==> src/rtl/fpga1_decoder.sv <==
// rtl/fpga1_decoder.sv - registered hex-to-seven-segment decoder
// Output bit order is {g,f,e,d,c,b,a}; COMMON_ANODE selects active-low drive.
module fpga1_decoder #(
  parameter int COMMON_ANODE = 1
) (
  input  logic       clk,
  input  logic       rst_n,
  input  logic [3:0] entrada,
  output logic [6:0] saida
);

  localparam logic [6:0] SEG_OFF = (COMMON_ANODE != 0) ? 7'h7F : 7'h00;

  logic [6:0] glyph;
  logic [6:0] saida_d;
  logic [6:0] saida_q;

  // Active-high glyph table; polarity is applied afterwards.
  always_comb begin
    glyph = 7'h00;
    unique case (entrada)
      4'h0: glyph = 7'h3F;
      4'h1: glyph = 7'h06;
      4'h2: glyph = 7'h5B;
      4'h3: glyph = 7'h4F;
      4'h4: glyph = 7'h66;
      4'h5: glyph = 7'h6D;
      4'h6: glyph = 7'h7D;
      4'h7: glyph = 7'h07;
      4'h8: glyph = 7'h7F;
      4'h9: glyph = 7'h6F;
      4'hA: glyph = 7'h77;
      4'hB: glyph = 7'h7C;
      4'hC: glyph = 7'h39;
      4'hD: glyph = 7'h5E;
      4'hE: glyph = 7'h79;
      4'hF: glyph = 7'h71;
      default: glyph = 7'h00;
    endcase
  end

  always_comb begin
    saida_d = glyph;
    if (COMMON_ANODE != 0) begin
      saida_d = ~glyph;
    end
  end

  // rst_n is active-high despite its name.
  always_ff @(posedge clk or posedge rst_n) begin
    if (rst_n) begin
      saida_q <= SEG_OFF;
    end else begin
      saida_q <= saida_d;
    end
  end

  assign saida = saida_q;

endmodule

==> config.mk <==
export PLATFORM = sky130hd
export DESIGN_NAME = fpga1_decoder
export DESIGN_NICKNAME = d
export VERILOG_FILES = /design/src/rtl/fpga1_decoder.sv
export SDC_FILE = /design/constraint.sdc
export NUM_CORES = 1
export LEC_CHECK = 0
export BUFFER_PORTS_ARGS = -buffer_cell sky130_fd_sc_hd__buf_2
export CAP_MARGIN = 20
export CORE_AREA = 2 2 39 41
export CTS_CLUSTER_DIAMETER = 100
export DETAILED_ROUTE_END_ITERATION = 12
export DIE_AREA = 0 0 41 43
export SLEW_MARGIN = 15
export SYNTH_ARGS = -nofsm -noshare
export SYNTH_HDL_FRONTEND = slang
export SYNTH_SLANG_ARGS = --single-unit
export TNS_END_PERCENT = 100
==> constraint.sdc <==
create_clock -name clk -period 0.8 [get_ports clk]
set_input_delay 0.08 -clock clk [delete_from_list [all_inputs] [get_ports clk]]
set_output_delay 0.08 -clock clk [all_outputs]
set_load 0.02 [all_outputs]
== After elaboration in Yosys (flattened, before gate mapping) ==
Memories as Yosys holds them, arrays and structs flattened.
Index checks and enable logic that the tools add are counted.

* Input port bits: 6
* Memories kept: 1
* Bits in read-only memories: 112
* Output and inout bits: 7
* Register bits: 7

* Bitwise logic cells: 1

{| class="wikitable"
|+ Memory list
! memory !! depth !! width !! rd ports !! clocked after memory_dff !! write ports !! RTL line !! source
|-
| (no name shown) || 16 || 7 || 1 || 0 || 0 || 21 || <nowiki>unique case (entrada)</nowiki>
|}

{| class="wikitable"
|+ Operators by type and width
! kind !! number
|-
| NOT 7 bit || 1
|}

== Logic depth before layout (Yosys ltp) ==
Gate-level depths: netlist (run 1).
An unclocked memory read counts as a cell.

* Word-level depth: 2
* Mapped depth: 5
* Gate-level depth less buffers: 5

== Worst setup path before layout (run 1) ==
No wires, ideal clock.

* Path kind: input to register
* Start: in entrada[0]
* End: reg saida_q[3], in the netlist saida[3]
* Library setup time: 0.095 ns
* Path buffers: 0
* Cell stages on the path: 4
* Setup slack: -0.194 ns
* Required time: 0.705 ns
* Arrival: 0.899 ns
* Cells stage by stage: inv_1 > ha_1 > inv_1 > mux4_1

* Word-level cells in the longest chain between the ends: 2

{| class="wikitable"
|+ RTL lines
! element !! RTL line !! source
|-
| from (decl) || 8 || <nowiki>input logic [3:0] entrada,</nowiki>
|-
| memory (16 x 7 bit) || -- ||
|-
| NOT 7 bit || 45 || <nowiki>saida_d = ~glyph;</nowiki>
|-
| net saida_d[3] || 15 || <nowiki>logic [6:0] saida_d;</nowiki>
|-
| to (signal assigned) || 54 || <nowiki>saida_q <= saida_d;</nowiki>
|-
| to (decl) || 16 || <nowiki>logic [6:0] saida_q;</nowiki>
|}

The timed path passes the listed nets, and every way through them passes these cells.

== Worst setup path after layout (run 1) ==
* Start: reg saida_q[3], in the netlist saida[3]
* End: out saida[3]

{| class="wikitable"
|+ RTL lines
! element !! RTL line !! source
|-
| to (decl) || 9 || <nowiki>output logic [6:0] saida</nowiki>
|}

No word-level cell between the ends.

==> results of run 1 <==
[metrics by stage]
| step | setup TNS, ps | setup WS [ps] |
|---|---|---|
| after CTS | -1130 | -167 |
| after global routing | -1250 | -190 |
| after floorplan | -129 | -87.9 |
| final | -1050 | -154 |
| after detailed placement | -1640 | -342 |
| after global placement | -1580 | -324 |
[power breakdown]
group,internal [W],total (W),switching [W],leakage [nW]
clock,0.000189,0.000303,0.000114,0.0150
combinational,0.000183,0.000331,0.000148,0.261
sequential,0.000409,0.000422,0.0000136,0.0732
total,0.000781,0.00106,0.000275,0.349
[path summary, 6_finish.rpt]
| kind | from | to | cells past startpoint |
|---|---|---|---|
| min in group asynchronous | rst_n | saida[3] | 3 |
| max | saida[3] | saida[3] | 1 |
| min | entrada[2] | saida[0] | 3 |
| max in group asynchronous | rst_n | saida[1] | 3 |
[cells in the mapped netlist]
cell,instances,share of area
a32o_1,1,0.023
mux4_1,1,0.060
a31oi_1,1,0.014
nand2_1,3,0.026
a22o_1,2,0.040
inv_1,4,0.034
buf_6,1,0.026
mux2i_1,2,0.045
nor2_2,1,0.014
buf_2,1,0.011
dfstp_2,7,0.42
ha_1,6,0.17
nor2b_1,2,0.028
or3b_1,1,0.020
o21ai_1,1,0.011
nand2b_1,1,0.014
o32ai_1,1,0.020
nor2_1,3,0.026
[cell families after synthesis]
family	after synthesis
AOI/OAI and AO/OA	6
adders and majority gates	6
buffers and inverters	6
DFF	7
muxes	3
and+or+nand+nor	11
[final cells by class]
type,count,area [um^2]
tap,16,20.0
fill,126,638
timing repair buffer,24,230
sequential,7,184
inverter,4,35.0
clock buffer,4,26.3
multi-input combinational,26,250
[timing repair]
| item | CTS | global route |
|---|---|---|
| endpoints found under the hold margin | 7 | 0 |
| hold buffers | 1 | 0 |
| cloned | 0 | 0 |
| setup endpoints to repair | 9 | 9 |
| gates resized for setup | 19 | 3 |
[layer usage]
| metal | vias to the layer above | global-route usage |
|---|---|---|
| li1 | 184 | - |
| met1 | 159 | 0.125 |
| met2 | 11 | 0.216 |
| met3 | 0 | 0.0157 |
| met4 | 0 | 0.100 |
| met5 | - | 0 |
==> summary.txt, run 1 <==
Synthesis
  – Synth Cell Area: 440 um^2
  – Synth Warn #: 0
  – Post-Syn Area per Cell: 11.3 um^2
  – Post-Synth Adder-Cell Area: 0.170
  – Synthesized instance count: 39
  – #FFs+latches synth: 7
  – Yosys cell types: 18
  – Register area share after synthesis: 0.418
  – Syn nets: 51
  – Synth Area in Simple Gates: 0.128
  – Largest family of logic cells by synthesized area: adder cells
  – Post-synthesis xor/xnor area fraction: 0
  – Synth Area in Compound Gates: 0.108
  – Mux share of post-synthesis cell area: 0.105

GRT
  – GR Overflow Total: 0
  – Initial antenna violation count: 0
  – Largest net degree at the start of global routing: 11
  – Vias in the first global route: 381
  – GRT Overall Usage: 0.126
  – First-pass GRT wire length: 1.47 mm

Floorplanning
  – Core box area: 1380 um^2
  – Chip height: 43 um
  – Die W: 41 um
  – Row cnt: 14
  – Effective utilization at floorplan: 0.318
  – Die Area: 1760 um^2
  – Top Ports: 13

Routing
  – DRT iter0 DRCs: 0
  – Post-route met1 wirelength: 304 um
  – DR pass1 iterations: 1
  – DRC violations left: 0
  – DR top layer: met3
  – Vias/cell: 4.37
  – Antenna-violating nets left: 0
  – Mean routed wirelength per cell: 10.3 um
  – Met3 wire length: 46 um
  – DR WL met2: 481 um
  – Routed WL: 832 um
  – Vias: 354

Placed design
  – Placer Congestion: 0.773
  – Cell Area, Placed: 631 um^2
  – Port-buffer cells: 12
  – Placed Cells: 76
  – Dpl hpwl: 707 um

Timing
  – Final hold slack: 124 ps
  – Setup-failing EPs final: 7
  – Period utilization: 1.19
  – Crit path time final: 954 ps
  – Fin. Hold Viols: 0
  – Slew @ Worst Pin: 242 ps
  – Max-slew headroom: 0.838
  – Unrepaired setup endpoints after global routing: yes
  – Worst setup margin: -154 ps
  – Final-report max-slew violation count: 0
  – F_max: 1050 MHz

Layout
  – Most used cells in the layout excluding fill and tap cells: 10 x buf_4, 8 x buf_6, 7 x dfstp_2
  – Share of layout cells above drive strength 1: 0.631
  – N_diodes: 0
  – Final Util: 0.539
  – P&R area growth vs syn: 69.3%
  – Max reg flops: 7
  – Finished Layout Cells: 81
  – Layout net count: 78
  – Most common cell after layout, fill and taps aside: buf_4
  – Cell area after layout: 746 um^2

Run status
  – Failing checks: setup timing
  – Status: finished with violations

Pwr
  – PD cells: 1420 nW/um^2
  – Worst vdd ir: 430 uV
  – Leak: 0.349 nW
  – Total power: 0.00106 W

Setup path
  – Crit path DAT: 870 ps
  – Crit. End Element: output pin
  – CP delay by family, top: flip-flops
  – Worst path cell trace: buf_6
  – CP Launch Type: flip-flop
  – CP Class: flip-flop to output pin
  – CP bufs+invs: 1
  – CP required: 720 ps
  – Crit-path max cell delay: 520 ps
  – Crit path max-delay cell type: dfstp_2
  – Crit path max fanout: 1

CTS
  – Post-CTS setup buffer count: 0
  – Clock root cell: clkbuf_4
  – Clk buf depth: 2
  – CTS tree: yes
  – Clock transition at the registers of the reported paths: 50 ps
  – CTS buffer count: 3
  – Clk sink count: 7
  – CTS H-tree lvls: 1

Run
  – MaxCap Viol Count: 0

Min path
  – Tightest Hold Check Type: input pin to flip-flop
Power figures use the tool's default switching activity.
==> inputs of run 2 (changes only) <==
--- a/config.mk
+++ b/config.mk
@@ -11,8 +11,9 @@
 export CTS_CLUSTER_DIAMETER = 100
 export DETAILED_ROUTE_END_ITERATION = 12
 export DIE_AREA = 0 0 41 43
+export PLACE_DENSITY_LB_ADDON = 0.3
 export SLEW_MARGIN = 15
 export SYNTH_ARGS = -nofsm -noshare
 export SYNTH_HDL_FRONTEND = slang
 export SYNTH_SLANG_ARGS = --single-unit
-export TNS_END_PERCENT = 100
+export TNS_END_PERCENT = 1
==> run 2 against run 1 <==
The flow still finishes with violations (setup timing). Clock power is 4% higher. Global-route usage hardly changed. Final area is 2.9% lower. Sequential power hardly changed. Routed wire length is 0.96% higher. Combinational power is 4% lower. Cell count stayed put. Hold slack worse by 20 ps. Setup slack worse by 8.4 ps. Largest power group unchanged. Die area stayed put. Maximum frequency is 0.87% lower. Utilization is 1.5 points lower.
==> summary.txt, run 2 (synthesized netlist as in run 1, its figures left out) <==
CTS
  – Clock root cell: clkbuf_4
  – CTS tree: yes
  – Clk buf depth: 2 (unchanged)
  – Clock transition at the registers of the reported paths: 50 ps (about the same)
  – Clk sink count: 7 (unchanged)
  – CTS buffer count: 3 (unchanged)
  – Post-CTS setup buffer count: 0 (unchanged)
  – CTS H-tree lvls: 1 (unchanged)

Floorplanning
  – Top Ports: 13 (unchanged)
  – Die Area: 1760 um^2 (unchanged)
  – Row cnt: 14 (unchanged)
  – Core box area: 1380 um^2 (unchanged)
  – Effective utilization at floorplan: 0.318 (unchanged)
  – Chip height: 43 um (unchanged)
  – Die W: 41 um (unchanged)

Run status
  – Status: finished with violations
  – Failing checks: setup timing

Setup path
  – Crit path max fanout: 1 (unchanged)
  – CP required: 720 ps (about the same)
  – Crit-path max cell delay: 530 ps (about the same)
  – CP bufs+invs: 1 (unchanged)
  – CP Class: flip-flop to output pin
  – Crit path max-delay cell type: dfstp_2
  – Crit path DAT: 880 ps (about the same)
  – CP Launch Type: flip-flop
  – CP delay by family, top: flip-flops
  – Worst path cell trace: buf_6
  – Worst setup path start: saida[2]
  – Crit. End Element: output pin

Min path
  – End of the worst hold path: saida[0]
  – Worst Hold Launch: entrada[2]
  – Tightest Hold Check Type: input pin to flip-flop
  – Hold depth: 2 (-1)

GRT
  – Initial antenna violation count: 0 (unchanged)
  – First-pass GRT wire length: 1.45 mm (-1.4%)
  – GRT Overall Usage: 0.126 (-0.000381)
  – Vias in the first global route: 373 (-2.1%)
  – Largest net degree at the start of global routing: 10 (-1)
  – GR Overflow Total: 0 (unchanged)

Layout
  – N_diodes: 0 (unchanged)
  – Max reg flops: 7 (unchanged)
  – Most common cell after layout, fill and taps aside: buf_4
  – Share of layout cells above drive strength 1: 0.615 (-0.0154)
  – P&R area growth vs syn: 64.5%
  – Most used cells in the layout excluding fill and tap cells: 11 x buf_4, 8 x buf_6, 7 x dfstp_2
  – Layout net count: 78 (unchanged)

Timing
  – Slew @ Worst Pin: 248 ps (+5.62 ps)
  – Max-slew headroom: 0.835 (-0.00343)
  – Crit path time final: 963 ps (+8.42 ps)
  – Worst setup margin: -163 ps (-8.42 ps)
  – Setup-failing EPs final: 7 (unchanged)
  – F_max: 1040 MHz (-0.87%)
  – Unrepaired setup endpoints after global routing: yes
  – Final hold slack: 104 ps (-20.4 ps)
  – Final-report max-slew violation count: 0 (unchanged)
  – Fin. Hold Viols: 0 (unchanged)
  – Period utilization: 1.20 (+0.0105)

Pwr
  – Leak: 0.341 nW (-2.2%)
  – PD cells: 1460 nW/um^2 (+2.9%)
  – Worst vdd ir: 485 uV (+13%)

Placed design
  – Dpl hpwl: 661 um (-6.6%)
  – Port-buffer cells: 12 (unchanged)
  – Placer Congestion: 0.790 (+2.2%)
  – Post-place setup slack: -345 ps (-3.62 ps)

Routing
  – DRT iter0 DRCs: 0 (unchanged)
  – DRC violations left: 0 (unchanged)
  – Vias/cell: 4.52 (+3.4%)
  – Routed WL: 840 um (+0.96%)
  – DR pass1 iterations: 1 (unchanged)
  – Antenna-violating nets left: 0 (unchanged)
  – Vias: 366 (+3.4%)
  – Mean routed wirelength per cell: 10.4 um (+0.96%)

Run
  – MaxCap Viol Count: 0 (unchanged)
run 2: cell counts in the layout (fill, tap and decap cells not counted):
No cell type changed its count.
run 2: layout make-up:
| class | count | area, um^2 |
|---|---|---|
| fillers | 126 | 659 |
| multi-input cells | 26 | 246 |
| repair buffers | 24 | 213 |
| flip-flops and latches | 7 | 184 |
| inverters | 4 | 35.0 |
| clock buffers | 4 | 26.3 |
| well taps | 16 | 20.0 |
run 2: metrics by stage:
stage                      util  power, W  std cells  TNS, ps  area (um^2)
after floorplan               -  0.000577         39     -136          469
after global placement    0.445  0.000680         76    -1680          616
after detailed placement  0.445  0.000683         76    -1670          616
after CTS                 0.521   0.00107         81    -1190          721
after global routing      0.524   0.00113         81    -1330          724
final                     0.524   0.00106         81    -1090          724
run 2: worst max path at each step:
stage | endpoint | slack, ps | cells after the start
after CTS | saida[2] | -180 | 1
final | saida[2] | -160 | 1
after global placement | saida[0] | -350 | 5
after detailed placement | saida[3] | -350 | 5
after floorplan | saida[3] | -90 | 4
after global routing | saida[2] | -200 | 1
run 2: timing repair:
action,in CTS,in global routing
endpoints found under the hold margin,7,0
hold buffers,1,0
endpoints found under the setup margin,9,8
gates resized for setup,20,1
run 2: routing by layer:
layer,up-vias,share of wire,GRT usage
li1,185,-,-
met2,14,0.55,0.194
met4,0,0.015,0.0933
met1,165,0.36,0.130
met5,-,0,0
met3,2,0.067,0.0471
run 2: power by group:
part           leakage (nW)  switching (W)  total (W)  internal (W)
clock                0.0150       0.000126   0.000316      0.000190
combinational         0.253       0.000145   0.000317      0.000172
sequential           0.0732      0.0000136   0.000422      0.000408
total                 0.341       0.000285    0.00106      0.000771
